$ cat config.mk
export PLATFORM = sky130hd
export DESIGN_NAME = mips_imem_loader
export DESIGN_NICKNAME = d
export VERILOG_FILES = /design/src/rtl/mips_imem_loader_pkg.sv /design/src/rtl/mips_imem_loader_word_assembler.sv /design/src/rtl/mips_imem_loader.sv
export SDC_FILE = /design/constraint.sdc
export NUM_CORES = 1
export LEC_CHECK = 0
export CAP_MARGIN = 20
export CORE_MARGIN = 5
export CORE_UTILIZATION = 56
export DETAILED_ROUTE_END_ITERATION = 6
export PLACE_DENSITY = 0.91
export SKIP_LAST_GASP = 1
export SLEW_MARGIN = 20
export SYNTH_ARGS = -nofsm -noshare
export SYNTH_HDL_FRONTEND = slang
export SYNTH_SLANG_ARGS = --single-unit
$ cat constraint.sdc
create_clock -name i_clk -period 2.6 [get_ports i_clk]
set_input_delay 0.52 -clock i_clk [delete_from_list [all_inputs] [get_ports i_clk]]
set_output_delay 0.52 -clock i_clk [all_outputs]
set_load 0.02 [all_outputs]
$ cat src/rtl/mips_imem_loader_pkg.sv
// Shared types and constants for the MIPS imem byte-stream loader.
// Optional checksum trailer is enabled by MIPS_LOADER_CKSUM_EN.
package mips_imem_loader_pkg;

    typedef enum logic [2:0] {
        IDLE  = 3'd0,
        HDR0  = 3'd1,
        HDR1  = 3'd2,
        DATA  = 3'd3,
        CKSUM = 3'd4,
        RUN   = 3'd5,
        ERROR = 3'd6
    } loader_state_t;

    localparam int HDR_BYTES      = 2;
    localparam int BYTES_PER_WORD = 4;

    typedef struct packed {
        logic in_ready;
        logic busy;
        logic done;
        logic error;
        logic cpu_rst_n;
    } loader_flags_t;

    // Status outputs implied by the state being entered.
    function automatic loader_flags_t state_flags(input loader_state_t s);
        loader_flags_t f;
        f = 5'b0_0000;
        case (s)
            HDR0, HDR1, DATA, CKSUM: begin
                f.in_ready = 1'b1;
                f.busy     = 1'b1;
            end
            RUN: begin
                f.done      = 1'b1;
                f.cpu_rst_n = 1'b1;
            end
            ERROR:   f.error = 1'b1;
            default: f = 5'b0_0000;
        endcase
        return f;
    endfunction

endpackage

$ cat src/rtl/mips_imem_loader_word_assembler.sv
// Packs little-endian stream bytes into instruction words.
// Byte k of a word lands in bits [8k+7:8k]; word_valid flags the final byte.
module mips_word_assembler
    import mips_imem_loader_pkg::*;
#(
    parameter int DATA_WIDTH = 32
) (
    input  logic                  i_clk,
    input  logic                  i_rst_n,
    input  logic                  i_clear,
    input  logic                  i_byte_en,
    input  logic [7:0]            i_byte,
    output logic                  o_word_valid,
    output logic [DATA_WIDTH-1:0] o_word
);

    localparam int IW = $clog2(BYTES_PER_WORD);

    logic [IW-1:0]         r_byte_idx;
    logic [DATA_WIDTH-9:0] r_shift;

    assign o_word_valid = i_byte_en && (r_byte_idx == IW'(BYTES_PER_WORD - 1));
    assign o_word       = {i_byte, r_shift};

    // Byte index and shift register; new bytes enter at the top so byte 0 ends lowest.
    always_ff @(posedge i_clk or negedge i_rst_n) begin
        if (!i_rst_n) begin
            r_byte_idx <= {IW{1'b0}};
            r_shift    <= {(DATA_WIDTH-8){1'b0}};
        end else if (i_clear) begin
            r_byte_idx <= {IW{1'b0}};
            r_shift    <= {(DATA_WIDTH-8){1'b0}};
        end else if (i_byte_en) begin
            r_shift    <= o_word[DATA_WIDTH-1:8];
            r_byte_idx <= o_word_valid ? {IW{1'b0}} : r_byte_idx + IW'(1);
        end
    end

endmodule

$ cat src/rtl/mips_imem_loader.sv
// Instruction-memory loader: header (2-byte count) + words, holds the core in reset until done.
// Define MIPS_LOADER_CKSUM_EN to require a trailing XOR checksum byte.
module mips_imem_loader
    import mips_imem_loader_pkg::*;
#(
    parameter int DATA_WIDTH = 32,
    parameter int PC_WIDTH   = 16,
    parameter int MEM_SIZE   = 256
) (
    input  logic                  i_clk,
    input  logic                  i_rst_n,
    input  logic                  i_start,
    input  logic                  i_in_valid,
    input  logic [7:0]            i_in_data,
    output logic                  o_in_ready,
    output logic                  o_imem_we,
    output logic [PC_WIDTH-1:0]   o_imem_addr,
    output logic [DATA_WIDTH-1:0] o_imem_wdata,
    output logic                  o_cpu_rst_n,
    output logic                  o_busy,
    output logic                  o_done,
    output logic                  o_error
);

    loader_state_t         r_state;
    loader_flags_t         r_flags;
    logic [15:0]           r_count;
    logic [PC_WIDTH-1:0]   r_word_idx;
    logic                  r_last_wr;
    logic                  r_imem_we;
    logic [PC_WIDTH-1:0]   r_imem_addr;
    logic [DATA_WIDTH-1:0] r_imem_wdata;
`ifdef MIPS_LOADER_CKSUM_EN
    logic [7:0]            r_cksum;
`endif

    logic                  w_accept;
    logic                  w_start_ok;
    logic [15:0]           w_hdr_count;
    logic                  w_hdr_bad;
    logic                  w_clear;
    logic                  w_byte_en;
    logic                  w_last_word;
    logic                  w_word_valid;
    logic [DATA_WIDTH-1:0] w_word;

    assign w_accept    = i_in_valid && r_flags.in_ready;
    assign w_start_ok  = i_start && ((r_state == IDLE) || (r_state == RUN) || (r_state == ERROR));
    assign w_hdr_count = {i_in_data, r_count[7:0]};
    assign w_hdr_bad   = (w_hdr_count == 16'd0) || (32'(w_hdr_count) > 32'(MEM_SIZE));
    assign w_clear     = (r_state == HDR1) && w_accept;
    assign w_byte_en   = (r_state == DATA) && w_accept;
    assign w_last_word = (r_word_idx == PC_WIDTH'(r_count - 16'd1));

    mips_word_assembler #(
        .DATA_WIDTH (DATA_WIDTH)
    ) u_word_asm (
        .i_clk        (i_clk),
        .i_rst_n      (i_rst_n),
        .i_clear      (w_clear),
        .i_byte_en    (w_byte_en),
        .i_byte       (i_in_data),
        .o_word_valid (w_word_valid),
        .o_word       (w_word)
    );

    // Loader FSM with registered status flags and imem write port.
    always_ff @(posedge i_clk or negedge i_rst_n) begin
        if (!i_rst_n) begin
            r_state      <= IDLE;
            r_flags      <= 5'b0_0000;
            r_count      <= 16'd0;
            r_word_idx   <= {PC_WIDTH{1'b0}};
            r_last_wr    <= 1'b0;
            r_imem_we    <= 1'b0;
            r_imem_addr  <= {PC_WIDTH{1'b0}};
            r_imem_wdata <= {DATA_WIDTH{1'b0}};
`ifdef MIPS_LOADER_CKSUM_EN
            r_cksum      <= 8'd0;
`endif
        end else begin
            r_imem_we <= 1'b0;
            if (w_start_ok) begin
                r_state <= HDR0;
                r_flags <= state_flags(HDR0);
            end else begin
                case (r_state)
                    HDR0: begin
                        if (w_accept) begin
                            r_count[7:0] <= i_in_data;
                            r_state      <= HDR1;
                        end
                    end
                    HDR1: begin
                        if (w_accept) begin
                            r_count[15:8] <= i_in_data;
                            if (w_hdr_bad) begin
                                r_state <= ERROR;
                                r_flags <= state_flags(ERROR);
                            end else begin
                                r_word_idx <= {PC_WIDTH{1'b0}};
                                r_last_wr  <= 1'b0;
`ifdef MIPS_LOADER_CKSUM_EN
                                r_cksum    <= 8'd0;
`endif
                                r_state    <= DATA;
                            end
                        end
                    end
                    DATA: begin
                        // The final write gets its own cycle with the stream paused.
                        if (r_last_wr) begin
                            r_last_wr <= 1'b0;
`ifdef MIPS_LOADER_CKSUM_EN
                            r_state   <= CKSUM;
                            r_flags   <= state_flags(CKSUM);
`else
                            r_state   <= RUN;
                            r_flags   <= state_flags(RUN);
`endif
                        end else if (w_byte_en) begin
`ifdef MIPS_LOADER_CKSUM_EN
                            r_cksum <= r_cksum ^ i_in_data;
`endif
                            if (w_word_valid) begin
                                r_imem_we    <= 1'b1;
                                r_imem_addr  <= r_word_idx;
                                r_imem_wdata <= w_word;
                                r_word_idx   <= r_word_idx + PC_WIDTH'(1);
                                if (w_last_word) begin
                                    r_last_wr        <= 1'b1;
                                    r_flags.in_ready <= 1'b0;
                                end
                            end
                        end
                    end
`ifdef MIPS_LOADER_CKSUM_EN
                    CKSUM: begin
                        if (w_accept) begin
                            if (i_in_data == r_cksum) begin
                                r_state <= RUN;
                                r_flags <= state_flags(RUN);
                            end else begin
                                r_state <= ERROR;
                                r_flags <= state_flags(ERROR);
                            end
                        end
                    end
`endif
                    IDLE, RUN, ERROR: begin
                        r_state <= r_state;
                    end
                    default: begin
                        r_state <= IDLE;
                        r_flags <= state_flags(IDLE);
                    end
                endcase
            end
        end
    end

    assign o_in_ready   = r_flags.in_ready;
    assign o_busy       = r_flags.busy;
    assign o_done       = r_flags.done;
    assign o_error      = r_flags.error;
    assign o_cpu_rst_n  = r_flags.cpu_rst_n;
    assign o_imem_we    = r_imem_we;
    assign o_imem_addr  = r_imem_addr;
    assign o_imem_wdata = r_imem_wdata;

endmodule
Yosys cells after proc, flatten, opt, wreduce, memory -nomap -nowiden
Index checks and enable logic that the tools add are counted.

cells by class
  mux-type cells = 38
  equal/unequal tests = 21
  reductions and logical operators = 22
  order comparisons = 1
  add/sub/neg operators = 3
  bitwise logic cells = 2

operator list
  kind                                                            count
  two-way mux 16 bit                                              5
  two-way mux 24 bit                                              2
  case mux 16 bit (2 select lines)                                1
  adder 16 x 1 -> 16 bit, second input constant                   1
  == test 16 bit                                                  1
  greater-than comparator 16 x 9 -> 1 bit, second input constant  1
  logical NOT 16 bit                                              1
  subtractor 16 x 1 -> 16 bit, second input constant              1
  two-way mux 1 bit                                               15
  two-way mux 3 bit                                               5
  two-way mux 5 bit                                               3
  case mux 5 bit (3 select lines)                                 1
  != test 3 bit, second input constant                            4
  case mux 3 bit (4 select lines)                                 1
  AND reduction 4 bit                                             3
  != test 2 bit, second input constant                            4
  != test 4 x 3 -> 1 bit, second input constant                   2
  AND reduction 7 bit                                             1
  == test 3 x 2 -> 1 bit, second input constant                   2
  == test 3 bit, second input constant                            2
  two-way mux 2 bit                                               3
  != test 2 x 1 -> 1 bit, second input constant                   3
  AND reduction 3 bit                                             2
  AND reduction 6 bit                                             1
  14 further kinds                                                22

word-level totals
  output and inout bits = 54
  register bits = 116

Longest topological paths before layout
  depth in word-level cells = 8
  mapped depth = 9

Cells and area by module
A second synthesis with hierarchy kept.

second synthesis, totals
  cell total of the unflattened synthesis = 595
  area, all modules = 5584.1 µm²

by module, submodules not included
  module               instances  area an instance (µm²)  cells an instance
  mips_imem_loader     1          4430.5                  501
  mips_word_assembler  1          1153.6                  94

Worst setup path before layout
OpenSTA, ideal clock, no wires.

  path kind = reg-to-reg
  from = register r_count[0]
  to = register r_flags (netlist bit o_in_ready)
  stages on the path, launching flop included = 10
  library setup time = 0.132 ns
  path buffers = 1
  arrival time = 1.957 ns
  slack = 0.511 ns
  cells stage by stage = dfrtp_1 inv_1 ha_1 clkbuf_8 nand2b_1 a211oi_1 or4b_1 a311oi_1 nor4b_2 a31oi_1

between the ends
  word-level cells in the longest chain between the ends = 4

ends and longest elaborated chain
  what                                                             RTL line                                        RTL
  start: declaration                                               mips_imem_loader.sv:27                          logic [15:0] r_count;
  start signal: assignment                                         mips_imem_loader.sv:90                          r_count[7:0] <= i_in_data;
  subtractor 16 x 1 -> 16 bit, or another cell as far along        mips_imem_loader.sv:53                          assign w_last_word = (r_word_idx == PC_WIDTH'(r_count - 16'd1));
  == test 16 bit / logical OR 1 bit (equally long branches)        mips_imem_loader.sv:53, mips_imem_loader.sv:50
  != test 4 bit (no line) / != test 3 bit (equally long branches)  --
  AND reduction 6 bit (no line) *                                  --
  end signal: assignment                                           mips_imem_loader.sv:85                          r_flags <= state_flags(HDR0);
  end signal: assignment                                           mips_imem_loader.sv:99                          r_flags <= state_flags(ERROR);
  end signal: assignment                                           mips_imem_loader.sv:119                         r_flags <= state_flags(RUN);
  end: declaration                                                 mips_imem_loader.sv:26                          loader_flags_t r_flags;

Mark *: on every way between the ends. The rest lies on a longest branch, timed or not.
A chain may end at the register's enable or synchronous reset.

Final worst setup path
  from = register r_count[6]
  to = register r_flags (netlist bit o_in_ready)

The elaborated chain is that of the path after synthesis.

==> results.yml <==
floorplan:
  design.core.area_um2: 9240
  placementRows: 35
  die_x_um: 107
  die-area_um2: 11500
  start_util: 0.575
  die_height_um: 107
  ios: 66
pwr:
  ir_drop_uv: 521
  power.density_nw_per_um2: 932
  p_leak_nw: 3.12
synth:
  ys_ff_latch: 115
  yosysMostFrequentCell: "dfrtp_1"
  synth_cell_types: 60
  synthFlopType: "dfrtp_1"
  synth_area_per_cell_um2: 12.1
  async_flop_share: 1.00
  ys_seq_area_frac: 0.541
  yosysWarnings: 0
  syn_inst: 439
  synth_area_leader_cell: "dfrtp_1"
  synth_fp_nets: 455
  synth_top_area_frac: 0.541
  synth_edf_count: 0
  syn_area_um2: 5320
  synthTopCellsByArea: "dfrtp_1, mux2_2, a22o_1"
  synth_common_cells: "dfrtp_1, mux2_2, nand2_1"
setup_path:
  worstSetupStartpointType: "flop"
  arrival_ps: 2990
  critPathKind: "flop to flop"
  critPathSlowestCell: "nor4_1"
  worstPathCellList: "nor4_1 > and3_2 > a21oi_1 > a311oi_1 > nor4b_2 > a31oi_1"
  critPathMaxStageDelay_ps: 750
  critPathRequiredTime_ps: 2980
  path_max_fanout: 7
  cp-end-kind: "flop"
routing:
  wirelength_mm: 13.6
  viasPerCell: 6.16
  wl_met2_mm: 6.80
  route.met3.wl_um: 996
  ant_nets: 0
  dr.pass1.iters: 5
  wl_per_cell_um: 20.4
  wl_met1_mm: 5.32
  top_layer_used: "met4"
  vias: 4098
  drc: 0
  drt_iter0_drc: 365
placed_design:
  postPlaceCellArea_um2: 6200
  dp_cells: 633
  hpwlAfterDp_mm: 8.42
  place.gp.congestion: 0.924
  place_ws_ps: -41.2
  io_buffers: 65
clock_network:
  cts.sinks: 115
  clk_path_buf_depth: 2
  cts-root-buf: "clkbuf_8"
  clk_latency_ps: 520
  cts_htree_levels: 4
  cts_buffers: 17
  post_cts_resized: 0
  cts.clk_slew.worst_paths_ps: 60
  cts_tree: "done"
sta:
  tightest_slew_ps: 787
  holdWs_ps: 477
  fmax_mhz: 382
  fin_crit_sh: 1.01
  rsz0062_at_grt: "no"
  hold_violations: 0
  relSlewSlack: 0.471
  finalWorstSetupSlack_ps: -15.8
  drv_slew: 0
  period_needed_ps: 2620
  setup_viol: 1
  skew_ps: 7.47
run_status:
  violations: "negative setup slack"
  status: "complete, but fails checks"
global_route:
  antenna_found_initial: 0
  first_global_vias: 4175
  grt_pass1_wl_mm: 22.0
  track_usage: 0.247
  grt_max_degree: 54
  overflow: 0
final_layout:
  nNetsFinal: 540
  post-route-util: 0.736
  area_delta_synth_final_pct: 27.9
  diodes: 0
  multiInputGateArea_um2: 2280
  stdcell_area_um2: 6800
  instances_no_fill: 665
  nFillCells: 559
  layout-drive-gt1-share: 0.257
  regArea_um2: 2880
worst_hold_path:
  min_path_type: "flop to flop"
flow_run:
  max_cap_violations: 0
==> registers in the layout, summed over array words and instances, names as in the netlist <==
register               flops
o_in_ready                 1
o_imem_addr               16
o_imem_wdata              32
o_imem_we                  1
o_busy                     1
r_count                   16
o_error                    1
r_state                    3
r_last_wr                  1
r_word_idx                16
u_word_asm.r_byte_idx      2
u_word_asm.r_shift        24
o_done                     1
==> layout by cell type (no fill, tap or decap), types with 8 or more instances in the layout <==
cell,netlist,layout
xnor2_1,16,16
nor4_1,8,8
nand2_1,28,28
mux2_2,64,64
nor2_1,25,25
inv_1,11,11
dfrtp_1,115,115
nor3_1,8,8
clkbuf_16,0,16
a22o_1,27,27
a21oi_1,10,10
xor2_1,15,15
o21ai_0,12,12
nand3_1,9,9
clkdlybuf4s50_1,0,64
buf_4,1,23
==> stage by stage <==
stage          power (W)  TNS [ps]
2_1_floorplan    0.00350         0
3_3_place_gp     0.00382         0
3_5_place_dp     0.00391     -41.2
4_1_cts          0.00633         0
5_1_grt          0.00660         0
6_report         0.00634     -15.8
==> power breakdown <==
group	total [W]	switching (W)	internal, W
Clock	0.00233	0.000862	0.00146
Combinational	0.00150	0.000792	0.000705
Sequential	0.00252	0.000441	0.00208
Total	0.00634	0.00210	0.00425
==> cells by family after synthesis <==
kind of cell,share of synthesized area
AOI/OAI and AO/OA,0.0996
xor gates and xnor gates,0.0511
adders and majority gates,0.00941
buffers and inverters,0.0289
DFF,0.541
muxes,0.137
and+or+nand+nor,0.132
==> final cells by class <==
| class | count | share of cell area |
|---|---|---|
| timing repair buffer | 89 | 0.124 |
| tap | 129 | 0.0237 |
| clock inverter | 14 | 0.0263 |
| multi-input combinational | 290 | 0.336 |
| sequential | 115 | 0.423 |
| clock buffer | 17 | 0.0609 |
| inverter | 11 | 0.00607 |
==> per-layer routing <==
layer / vias to the layer above / GRT usage
met5: - / 0
met4: 0 / 0.113
met3: 56 / 0.0564
met2: 253 / 0.401
met1: 2023 / 0.315
li1: 1766 / -
==> final timing paths <==
| kind | startpoint | end | slack (ps) | cells after the start |
|---|---|---|---|---|
| min in group asynchronous | i_rst_n | o_imem_addr[0] | 540 | 2 |
| min reg2reg | o_error | o_error | 480 | 2 |
| max reg2reg | r_count[6] | o_in_ready | -20 | 6 |
| max in group asynchronous | i_rst_n | o_done | 1360 | 3 |
| min | o_error | o_error | 480 | 2 |
| max | r_count[6] | o_in_ready | -20 | 6 |
==> worst max-delay path: cells and delay by family (launching register included) <==
kind | cells | cell delay [ps]
compound gates | 3 | 490
flops | 1 | 520
simple gates | 3 | 1470
==> what timing repair did <==
item                                   in CTS  in global routing
hold buffers                                1                  0
endpoints found under the hold margin       4                  0
setup buffers                               0                  0
No activity file was read; power rests on OpenSTA's default activity.
